### src/rtl/handshake_constant_seq.sv
// handshake_constant_seq
// Constant sequence source: every accepted control token emits NUM_VALUES
// constants from the packed VALUES table, one per output handshake. The
// output is fully registered, so valid/data never combinationally depend on
// the control input; only ctrl_ready looks at outs_ready combinationally.
module handshake_constant_seq #(
   parameter int DATA_WIDTH = 32,
   parameter int NUM_VALUES = 4,
   parameter logic [NUM_VALUES*DATA_WIDTH-1:0] VALUES = '0
) (
   input  logic                  clk,
   input  logic                  rst,
   input  logic                  ctrl_valid,
   output logic                  ctrl_ready,
   output logic [DATA_WIDTH-1:0] outs,
   output logic                  outs_valid,
   input  logic                  outs_ready,
   output logic                  outs_last
);

   // Index width is at least one bit so the single-value build still has a
   // legal (constant zero) counter.
   localparam int IDX_W = (NUM_VALUES > 1) ? $clog2(NUM_VALUES) : 1;
   localparam logic [IDX_W-1:0] LAST_IDX = IDX_W'(NUM_VALUES - 1);

   // Table lookup: entry i lives at VALUES[i*DATA_WIDTH +: DATA_WIDTH].
   function automatic logic [DATA_WIDTH-1:0] table_entry(input logic [IDX_W-1:0] i);
      logic [NUM_VALUES*DATA_WIDTH-1:0] shifted;
      shifted = VALUES >> (int'(i) * DATA_WIDTH);
      return shifted[DATA_WIDTH-1:0];
   endfunction

   logic [DATA_WIDTH-1:0] outs_p0;
   logic                  vld_p0;
   logic [IDX_W-1:0]      idx_p0;

   logic                  last_p0;
   logic                  xfer;
   logic                  accept;
   logic [IDX_W-1:0]      idx_nxt;

   // Handshake decode: a new token is taken when idle, or in the very cycle
   // the final element of the current sequence leaves (no bubble). Reset
   // blocks acceptance so nothing is consumed while rst is high.
   always_comb begin
      last_p0    = (idx_p0 == LAST_IDX);
      xfer       = vld_p0 & outs_ready;
      ctrl_ready = ~rst & (~vld_p0 | (xfer & last_p0));
      accept     = ctrl_valid & ctrl_ready;
      idx_nxt    = idx_p0 + IDX_W'(1);
   end

   // Output register: load entry 0 on accept, step through the table on each
   // transfer, go idle after the last element; hold everything while stalled.
   always_ff @(posedge clk) begin
      if (rst) begin
         vld_p0  <= 1'b0;
         idx_p0  <= '0;
         outs_p0 <= '0;
      end else if (accept) begin
         vld_p0  <= 1'b1;
         idx_p0  <= '0;
         outs_p0 <= table_entry('0);
      end else if (xfer) begin
         if (!last_p0) begin
            idx_p0  <= idx_nxt;
            outs_p0 <= table_entry(idx_nxt);
         end else begin
            vld_p0 <= 1'b0;
            idx_p0 <= '0;
         end
      end
   end

   assign outs       = outs_p0;
   assign outs_valid = vld_p0;
   assign outs_last  = vld_p0 & last_p0;

endmodule

### config.mk
export PLATFORM = sky130hd
export DESIGN_NAME = handshake_constant_seq
export DESIGN_NICKNAME = d
export VERILOG_FILES = /design/src/rtl/handshake_constant_seq.sv
export SDC_FILE = /design/constraint.sdc
export NUM_CORES = 1
export LEC_CHECK = 0
export ABC_AREA = 1
export CAP_MARGIN = 25
export CORE_UTILIZATION = 27
export CTS_BUF_LIST = sky130_fd_sc_hd__clkbuf_4 sky130_fd_sc_hd__clkbuf_8
export CTS_CLUSTER_DIAMETER = 80
export DETAILED_ROUTE_END_ITERATION = 12
export MAX_ROUTING_LAYER = met4
export PLACE_DENSITY_LB_ADDON = 0.12
export SYNTH_ARGS = -nofsm -noshare
export SYNTH_HDL_FRONTEND = slang
export SYNTH_SLANG_ARGS = --single-unit
### constraint.sdc
create_clock -name clk -period 0.9 [get_ports clk]
set_input_delay 0.18 -clock clk [delete_from_list [all_inputs] [get_ports clk]]
set_output_delay 0.18 -clock clk [all_outputs]
set_load 0.01 [all_outputs]
== Word level (Yosys, flattened, before mapping) ==
Index checks and enable logic that the tools add are counted.
Cells by class
  shifts and indexed selects: 1
  multiplexer cells: 4
  add/sub/neg operators: 1
  reduce and logical (&&, ||, !) cells: 5
  bitwise operators: 9
  equal/unequal tests: 1
Operators with widths (number)
  >> shifter 1 x 7 -> 32 bit, first input constant: 1
  AND 1 bit: 5
  AND reduction 2 bit: 2
  nonzero test 2 bit: 2
  two-way mux 1 bit: 3
  NOT 1 bit: 3
  adder 2 x 1 -> 2 bit, second input constant: 1
  equality test 2 bit, second input constant: 1
  two-way mux 2 bit: 1
  OR reduction 2 bit: 1
  OR 1 bit: 1
Word-level totals
  flip-flop bits (word level): 35
  output and inout port bits: 35
  logic and storage cells: 24

== Depth between registers and ports, before layout ==
Gate-level depths: netlist of the first run.
  depth after elaboration: 7
  gate-level depth with buffers: 6
  depth with buffers taken out: 6

== Least setup slack after synthesis of the first run ==
No wires, ideal clock.
  path kind: reg2out
  start point: register idx_p0[0]
  end point: output port ctrl_ready
  setup slack: -0.042 ns
  stages on the path, launching flop included: 4
  arrival time: 0.762 ns
  path buffers: 0
  cells stage by stage: dfxtp_1 ha_1 nand2_1 a21oi_1
Between the ends
  longest elaborated chain between the ends: 4
RTL lines
  start, declared: RTL line 35  | logic [IDX_W-1:0] idx_p0;
  start signal, assigned: RTL line 66  | idx_p0 <= idx_nxt;
  equality test 2 bit: RTL line 46  | last_p0 = (idx_p0 == LAST_IDX);
  AND 1 bit: RTL line 48  | ctrl_ready = ~rst & (~vld_p0 | (xfer & last_p0));
  OR 1 bit: RTL line 48
  AND 1 bit: RTL line 48
  end, declared: RTL line 14  | output logic ctrl_ready,
Every way passes these cells.

== Final worst setup path of the first run ==
Same ends and word-level chain as after synthesis.

==> key figures, run 1 <==
Critical path
  – Data required time of the critical path: 720 ps
  – Series of cell instances along the critical path: ha_4, nand2_4, a21oi_2, buf_2
  – Critical Path Max Stage Delay: 340 ps
  – Critical path start-end classification: flip-flop to output port
  – Cell with the largest stage delay on the worst path: dfxtp_2
  – Element type at the critical path end: output port
  – Data arrival time of the critical path: 1020 ps
  – Worst reg2reg startpoint: idx_p0[0]$_SDFFE_PP0P_
  – Setup crit start: idx_p0[0]$_SDFFE_PP0P_
  – Worst Setup Start Kind: flip-flop
  – Crit path max fanout: 3

Global route
  – All-Layer GR Usage: 9.10%
  – Number of antenna violations at the first check in global routing: 0
  – Grt ovf: 0
  – Global-route wire length before repair: 821 um
  – Maximum number of pins on one net before global-route repair: 5
  – Vias in the first global route: 222

Floorplanning
  – Floorplan die width: 41.0 um
  – # IOs: 39
  – Total number of placement rows: 13
  – Starting density of the core: 30.4%
  – Vertical extent of the die: 41.0 um
  – Area of the die: 1680 um2
  – Area inside the core boundary: 1350 um2

Power
  – Relative contribution of sequential cells to total power: 26.6%
  – Maximum resistive drop on vdd: 0.415 mV
  – Switching part of the total: 31.7%
  – Part of the power in combinational logic: 23.5%
  – Pwr dens: 1240 nW/um2
  – Leakage: 0.000270 uW
  – Switching component of the power: 173 uW
  – Power Total: 547 uW
  – Proportion of power drawn by the clock network: 49.9%
  – Int Power: 374 uW

Timing
  – Highest achievable clock rate: 0.837 GHz
  – Setup-violating endpoint count in the final report: 4
  – Minimum clock period: 1200 ps
  – Period Utilization, post-route: 133%
  – Final Hold Viols: 0
  – Final Worst Setup Slack: -295 ps
  – Number of max-slew violations in the final report: 0
  – Unrepaired setup endpoints after global routing: true
  – Worst clock skew: 2.08 ps

Yosys
  – Cell Area, Synth: 410 um2
  – Number of cells produced by synthesis: 60
  – Mean instance size in the synthesized netlist: 6.84 um2
  – Register bit count reported by yosys: 3
  – Part of the Yosys area used for sequential elements: 14.6%
  – Warning count from the yosys run: 0
  – Count of cell types in the netlist: 10

Final layout
  – Final Net Count: 78
  – Fraction of final layout cells with drive strength greater than 1: 25.0%
  – Area overhead of the layout relative to synthesis: 7.32%
  – Final Non-Filler Cells: 87
  – Most common cell after layout, fill and taps aside: conb_1
  – Commonest non-fill, non-tap cells in the layout: 32 x conb_1, 7 x nand2_1, 6 x inv_1
  – Post-route cell area: 440 um2
  – Number of diodes: 0
  – Filler Cells Inserted: 153

Clock network
  – Number of clock sinks: 3
  – CTS root buffer: clkbuf_4
  – Hold buffer count at cts: 0
  – Number of clock buffers inserted by TritonCTS: 3
  – CTS tree: yes
  – Clock-pin slew on the worst setup and hold paths: 40 ps
  – H-Tree Level Count: 1
  – Maximum root-to-sink buffer count: 2
  – Clock latency on the worst-skew pair: 240 ps

Place
  – Post-Place Cells: 83
  – Cell area after placement: 399 um2
  – Count of buffers inserted at the top-level ports: 6
  – Routability cong.: 0.666
  – Pre-CTS worst setup slack: -708 ps
  – DP Wirelength: 425 um

Detailed routing
  – DRT iter0 DRCs: 2
  – Vias after detailed routing: 281
  – First-pass iteration count of the detailed router: 4
  – Final routed DRC violation total: 0
  – Wire length per cell: 6.05 um
  – Vias per cell: 3.23
  – Total wirelength of the detailed-routed design: 526 um
  – Remaining antenna violation count: 0

Outcome
  – Result of the run: finished with violations
  – Violated checks: setup timing

Hold path
  – Hold Crit Start: outs_ready
  – Type of the tightest min-delay check: primary input to flip-flop

Run
  – Max-cap viol count: 0
[cell type report]
cell class,instances,area [um2],share of cell area [%]
clock buffer,4,30.0,6.82
inverter,6,22.5,5.11
multi-input combinational,50,230,52.3
sequential,3,66.3,15.1
tap,15,18.8,4.26
timing repair buffer,9,72.6,16.5
[Yosys cell counts]
cell	number	share of area, %
nand2_1	9	8.2
buf_4	32	59
inv_1	6	5.5
nand3_1	1	1.2
a21oi_1	3	3.7
ha_1	1	3.0
conb_1	1	0.91
nor2_2	1	1.5
dfxtp_1	3	15
nor2_1	3	2.7
[cells by family (layout without fill, tap and decap cells)]
group / count (synthesis) / in the layout / synth area share (%)
other: 1 / 32 / 0.914
flip-flops: 3 / 3 / 14.6
adder cells (fa/ha/maj): 1 / 1 / 3.05
AO/OA/AOI/OAI: 3 / 3 / 3.66
AND/OR/NAND/NOR: 14 / 14 / 13.7
buffers and inverters: 38 / 19 / 64.0
[layer usage]
metal,up-vias,track usage (%),wire length (um)
li1,137,-,-
met3,3,4.89,73
met4,0,12.5,24
met2,23,13.7,257
met5,-,-,0
met1,118,6.49,170
[repair_timing]
item | CTS | global route
gates resized for setup | 18 | 1
setup buffers | 0 | 0
endpoints found under the setup margin | 5 | 5
pin swaps | 2 | 0
[sequential cells by signal, indices dropped and copies added, names as in the netlist]
| name | flops |
|---|---|
| idx_p0 | 2 |
| outs_valid | 1 |
[power by group through the flow]
stage,combinational (uW),sequential (uW),clock [uW]
3_5_place_dp,128,146,0
2_1_floorplan,184,149,0
4_1_cts,127,147,286
5_1_grt,151,147,292
3_3_place_gp,128,147,0
6_report,128,145,273
[critical path: cells and delay by family (launching register included)]
| family | cells | cell delay, ps |
|---|---|---|
| buffers and inverters | 1 | 130 |
| adders and majority gates | 1 | 160 |
| AOI/OAI and AO/OA | 1 | 100 |
| DFF | 1 | 340 |
| and+or+nand+nor | 1 | 50 |
[worst paths after layout]
| check | to | slack (ps) | cells after the start |
|---|---|---|---|
| setup / recovery | ctrl_ready | -300 | 4 |
| hold / removal | outs_valid$_SDFFE_PP0P_ | 440 | 4 |
| setup reg to reg | idx_p0[1]$_SDFFE_PP0P_ | -10 | 6 |
| hold reg to reg | idx_p0[1]$_SDFFE_PP0P_ | 550 | 4 |
[metrics by stage]
| step | hold WS, ps | setup TNS (ps) | utilization, % |
|---|---|---|---|
| floorplan | 249 | 0 | - |
| global placement | 522 | -1970 | 29.6 |
| detailed placement | 526 | -1980 | 29.6 |
| CTS | 435 | -566 | 32.4 |
| global route | 483 | -810 | 32.6 |
| finish | 436 | -537 | 32.6 |
No activity file was read; power rests on OpenSTA's default activity.
==> inputs of run 2 (changes only) <==
--- a/config.mk
+++ b/config.mk
@@ -7,6 +7,7 @@
 export LEC_CHECK = 0
 export ABC_AREA = 1
 export CAP_MARGIN = 25
+export CORE_MARGIN = 10
 export CORE_UTILIZATION = 27
 export CTS_BUF_LIST = sky130_fd_sc_hd__clkbuf_4 sky130_fd_sc_hd__clkbuf_8
 export CTS_CLUSTER_DIAMETER = 80
==> run 2 against run 1 <==
Effect of this change:
- clock power down 4%
- cell area up 5.4%
- largest cell class unchanged
- highest routed layer is now met3
- combinational power up 5%
- sequential share of layout area down 0.77 points
- first-iteration DRC count down 100%
- wire length up 68%
- critical path type unchanged
- the flow still finishes with violations (setup timing)
- non-clock buffer count up 2
- count of clock-buffer cells in the layout unchanged
- clock skew down 1.3 ps
- critical endpoint unchanged
- fmax down 0.27%
- worst hold slack better by 1.8 ps
==> key figures, run 2 (synthesized netlist as in run 1, its figures left out) <==
Critical path
  – Crit path max fanout: 3 (unchanged)
  – End point of the critical path: ctrl_ready
  – Worst Setup Start Kind: flip-flop
  – Worst reg2reg startpoint: idx_p0[1]$_SDFFE_PP0P_
  – Reg2reg end: idx_p0[0]$_SDFFE_PP0P_
  – Reg-to-reg setup timing slack: -170 ps (-160 ps)
  – Setup crit start: idx_p0[1]$_SDFFE_PP0P_
  – Data arrival time of the critical path: 1020 ps (about the same)
  – Data required time of the critical path: 720 ps (about the same)
  – Critical path start-end classification: flip-flop to output port
  – Element type at the critical path end: output port
  – Worst Reg-to-Reg Cells: 8 (+2)

Final layout
  – Register with the most flip-flops: idx_p0
  – Commonest non-fill, non-tap cells in the layout: 32 x conb_1, 6 x nand2_1, 5 x inv_1
  – Most common cell after layout, fill and taps aside: conb_1
  – Post-route cell area: 464 um2 (+5.4%)
  – Number of diodes: 0 (unchanged)
  – Number of flip-flops in the largest register: 2 (unchanged)
  – Area overhead of the layout relative to synthesis: 13.1%
  – Final Net Count: 80 (+2.6%)
  – Fraction of final layout cells with drive strength greater than 1: 29.7% (+4.7 points)
  – Final Non-Filler Cells: 90 (+3.4%)

Outcome
  – Violated checks: setup timing
  – Result of the run: finished with violations

Clock network
  – H-Tree Level Count: 1 (unchanged)
  – Number of clock buffers inserted by TritonCTS: 3 (unchanged)
  – CTS tree: yes
  – CTS root buffer: clkbuf_4
  – Hold buffer count at cts: 0 (unchanged)
  – Number of clock sinks: 3 (unchanged)
  – Clock-pin slew on the worst setup and hold paths: 40 ps (about the same)
  – Clock latency on the worst-skew pair: 230 ps (about the same)
  – Maximum root-to-sink buffer count: 2 (unchanged)

Timing
  – Worst hold slack after final layout: 438 ps (+1.77 ps)
  – Final Worst Setup Slack: -298 ps (-3.27 ps)
  – Minimum clock period: 1200 ps (+3.27 ps)
  – Number of max-slew violations in the final report: 0 (unchanged)
  – Final Hold Viols: 0 (unchanged)
  – Highest achievable clock rate: 0.835 GHz (-0.27%)
  – Setup TNS after final layout: -693 ps (-156 ps)
  – Period Utilization, post-route: 133% (+0.36 points)
  – Setup-violating endpoint count in the final report: 4 (unchanged)
  – Unrepaired setup endpoints after global routing: true
  – Worst clock skew: 0.797 ps (-1.28 ps)

Global route
  – Number of antenna violations at the first check in global routing: 0 (unchanged)
  – Global-route wire length before repair: 1300 um (+59%)
  – Maximum number of pins on one net before global-route repair: 5 (unchanged)
  – Grt ovf: 0 (unchanged)
  – Vias in the first global route: 285 (+28%)
  – All-Layer GR Usage: 5.16% (-3.9 points)

Run
  – Max-cap viol count: 0 (unchanged)

Floorplanning
  – Area inside the core boundary: 1470 um2 (+9.0%)
  – Total number of placement rows: 14 (+1)
  – Vertical extent of the die: 59.0 um (+44%)
  – # IOs: 39 (unchanged)
  – Floorplan die width: 59.0 um (+44%)
  – Area of the die: 3480 um2 (+110%)
  – Starting density of the core: 27.9% (-2.5 points)

Power
  – Proportion of power drawn by the clock network: 48.3% (-1.6 points)
  – Int Power: 374 uW (about the same)
  – Maximum resistive drop on vdd: 0.491 mV (+18%)
  – Part of the power in combinational logic: 24.7% (+1.2 points)
  – Switching part of the total: 31.0% (-0.68 points)
  – Leakage: 0.000275 uW (+1.8%)
  – Power Total: 542 uW (-0.97%)
  – Switching component of the power: 168 uW (-3.1%)
  – Relative contribution of sequential cells to total power: 26.9% (+0.3 points)
  – Pwr dens: 1170 nW/um2 (-6.0%)

Place
  – DP Wirelength: 772 um (+81%)
  – Post-Place Cells: 84 (+1.2%)
  – Cell area after placement: 400 um2 (+0.31%)
  – Count of buffers inserted at the top-level ports: 6 (unchanged)
  – Routability cong.: 0.639 (-4.1%)

Detailed routing
  – First-pass iteration count of the detailed router: 1 (-3)
  – Vias after detailed routing: 288 (+2.5%)
  – Total wirelength of the detailed-routed design: 886 um (+68%)
  – Final routed DRC violation total: 0 (unchanged)
  – Vias per cell: 3.20 (-0.93%)
  – Wire length per cell: 9.84 um (+63%)
  – DRT iter0 DRCs: 0 (-2)
  – Remaining antenna violation count: 0 (unchanged)

Hold path
  – Type of the tightest min-delay check: primary input to flip-flop
run 2: cell types whose count changed in the layout (fill, tap and decap cells not counted):
cell     change
buf_2        -1
buf_6        +2
buf_4        +1
nand2_2      +2
nand2_1      -1
inv_1        -1
inv_2        +1
nand2_4      -1
run 2: through the flow:
stage / utilization (%) / setup WS [ps]
after floorplan: - / 0.0491
after global placement: 27.2 / -717
after detailed placement: 27.2 / -726
after CTS: 30.8 / -304
after global routing: 31.5 / -354
final: 31.5 / -298
run 2: how the worst min path moves through the flow:
stage                                       from                       to  depth (start not counted)
final                                 outs_ready  outs_valid$_SDFFE_PP0P_                          4
after global routing                  outs_ready  outs_valid$_SDFFE_PP0P_                          4
after CTS                             outs_ready  outs_valid$_SDFFE_PP0P_                          4
after detailed placement  idx_p0[1]$_SDFFE_PP0P_   idx_p0[1]$_SDFFE_PP0P_                          4
after global placement    idx_p0[1]$_SDFFE_PP0P_   idx_p0[1]$_SDFFE_PP0P_                          4
after floorplan                              rst  outs_valid$_SDFFE_PP0P_                          1
run 2: worst max-delay path, cell delays in order, from the launching register on:
cell,delay [ps]
dfxtp_2,350
ha_4,150
nand2_2,60
a21oi_2,100
buf_2,130
run 2: power by group through the flow:
stage	combinational [uW]	clock (uW)	sequential, uW
after floorplan	184	0	149
after global placement	129	0	147
after detailed placement	129	0	147
after CTS	127	276	147
after global routing	151	294	146
final	134	262	146
run 2: final cells by class:
class                           count  area, um2
Fill cell                         190       1010
Multi-Input combinational cell     50        228
Timing Repair Buffer               11       97.6
Sequential cell                     3       66.3
Clock buffer                        4       30.0
Inverter                            6       22.5
Tap cell                           16       20.0
run 2: metal layers:
layer / GRT usage, % / vias up / part of all wire (%)
li1: - / 144 / -
met2: 8.11 / 22 / 50
met1: 4.46 / 122 / 35
met4: 3.93 / 0 / 0
met5: - / - / 0
met3: 3.00 / 0 / 15
run 2: repair_timing:
| action | in CTS | in global routing |
|---|---|---|
| resized for setup | 19 | 4 |
| pin swaps | 4 | 5 |
| endpoints found under the setup margin | 5 | 5 |
| setup buffers | 2 | 1 |
==> inputs of run 3 (changes only) <==
--- a/config.mk
+++ b/config.mk
@@ -7,7 +7,6 @@
 export LEC_CHECK = 0
 export ABC_AREA = 1
 export CAP_MARGIN = 25
-export CORE_MARGIN = 10
 export CORE_UTILIZATION = 27
 export CTS_BUF_LIST = sky130_fd_sc_hd__clkbuf_4 sky130_fd_sc_hd__clkbuf_8
 export CTS_CLUSTER_DIAMETER = 80
==> results of run 3 <==
Final layout, timing and power as in run 1 (identical DEF).
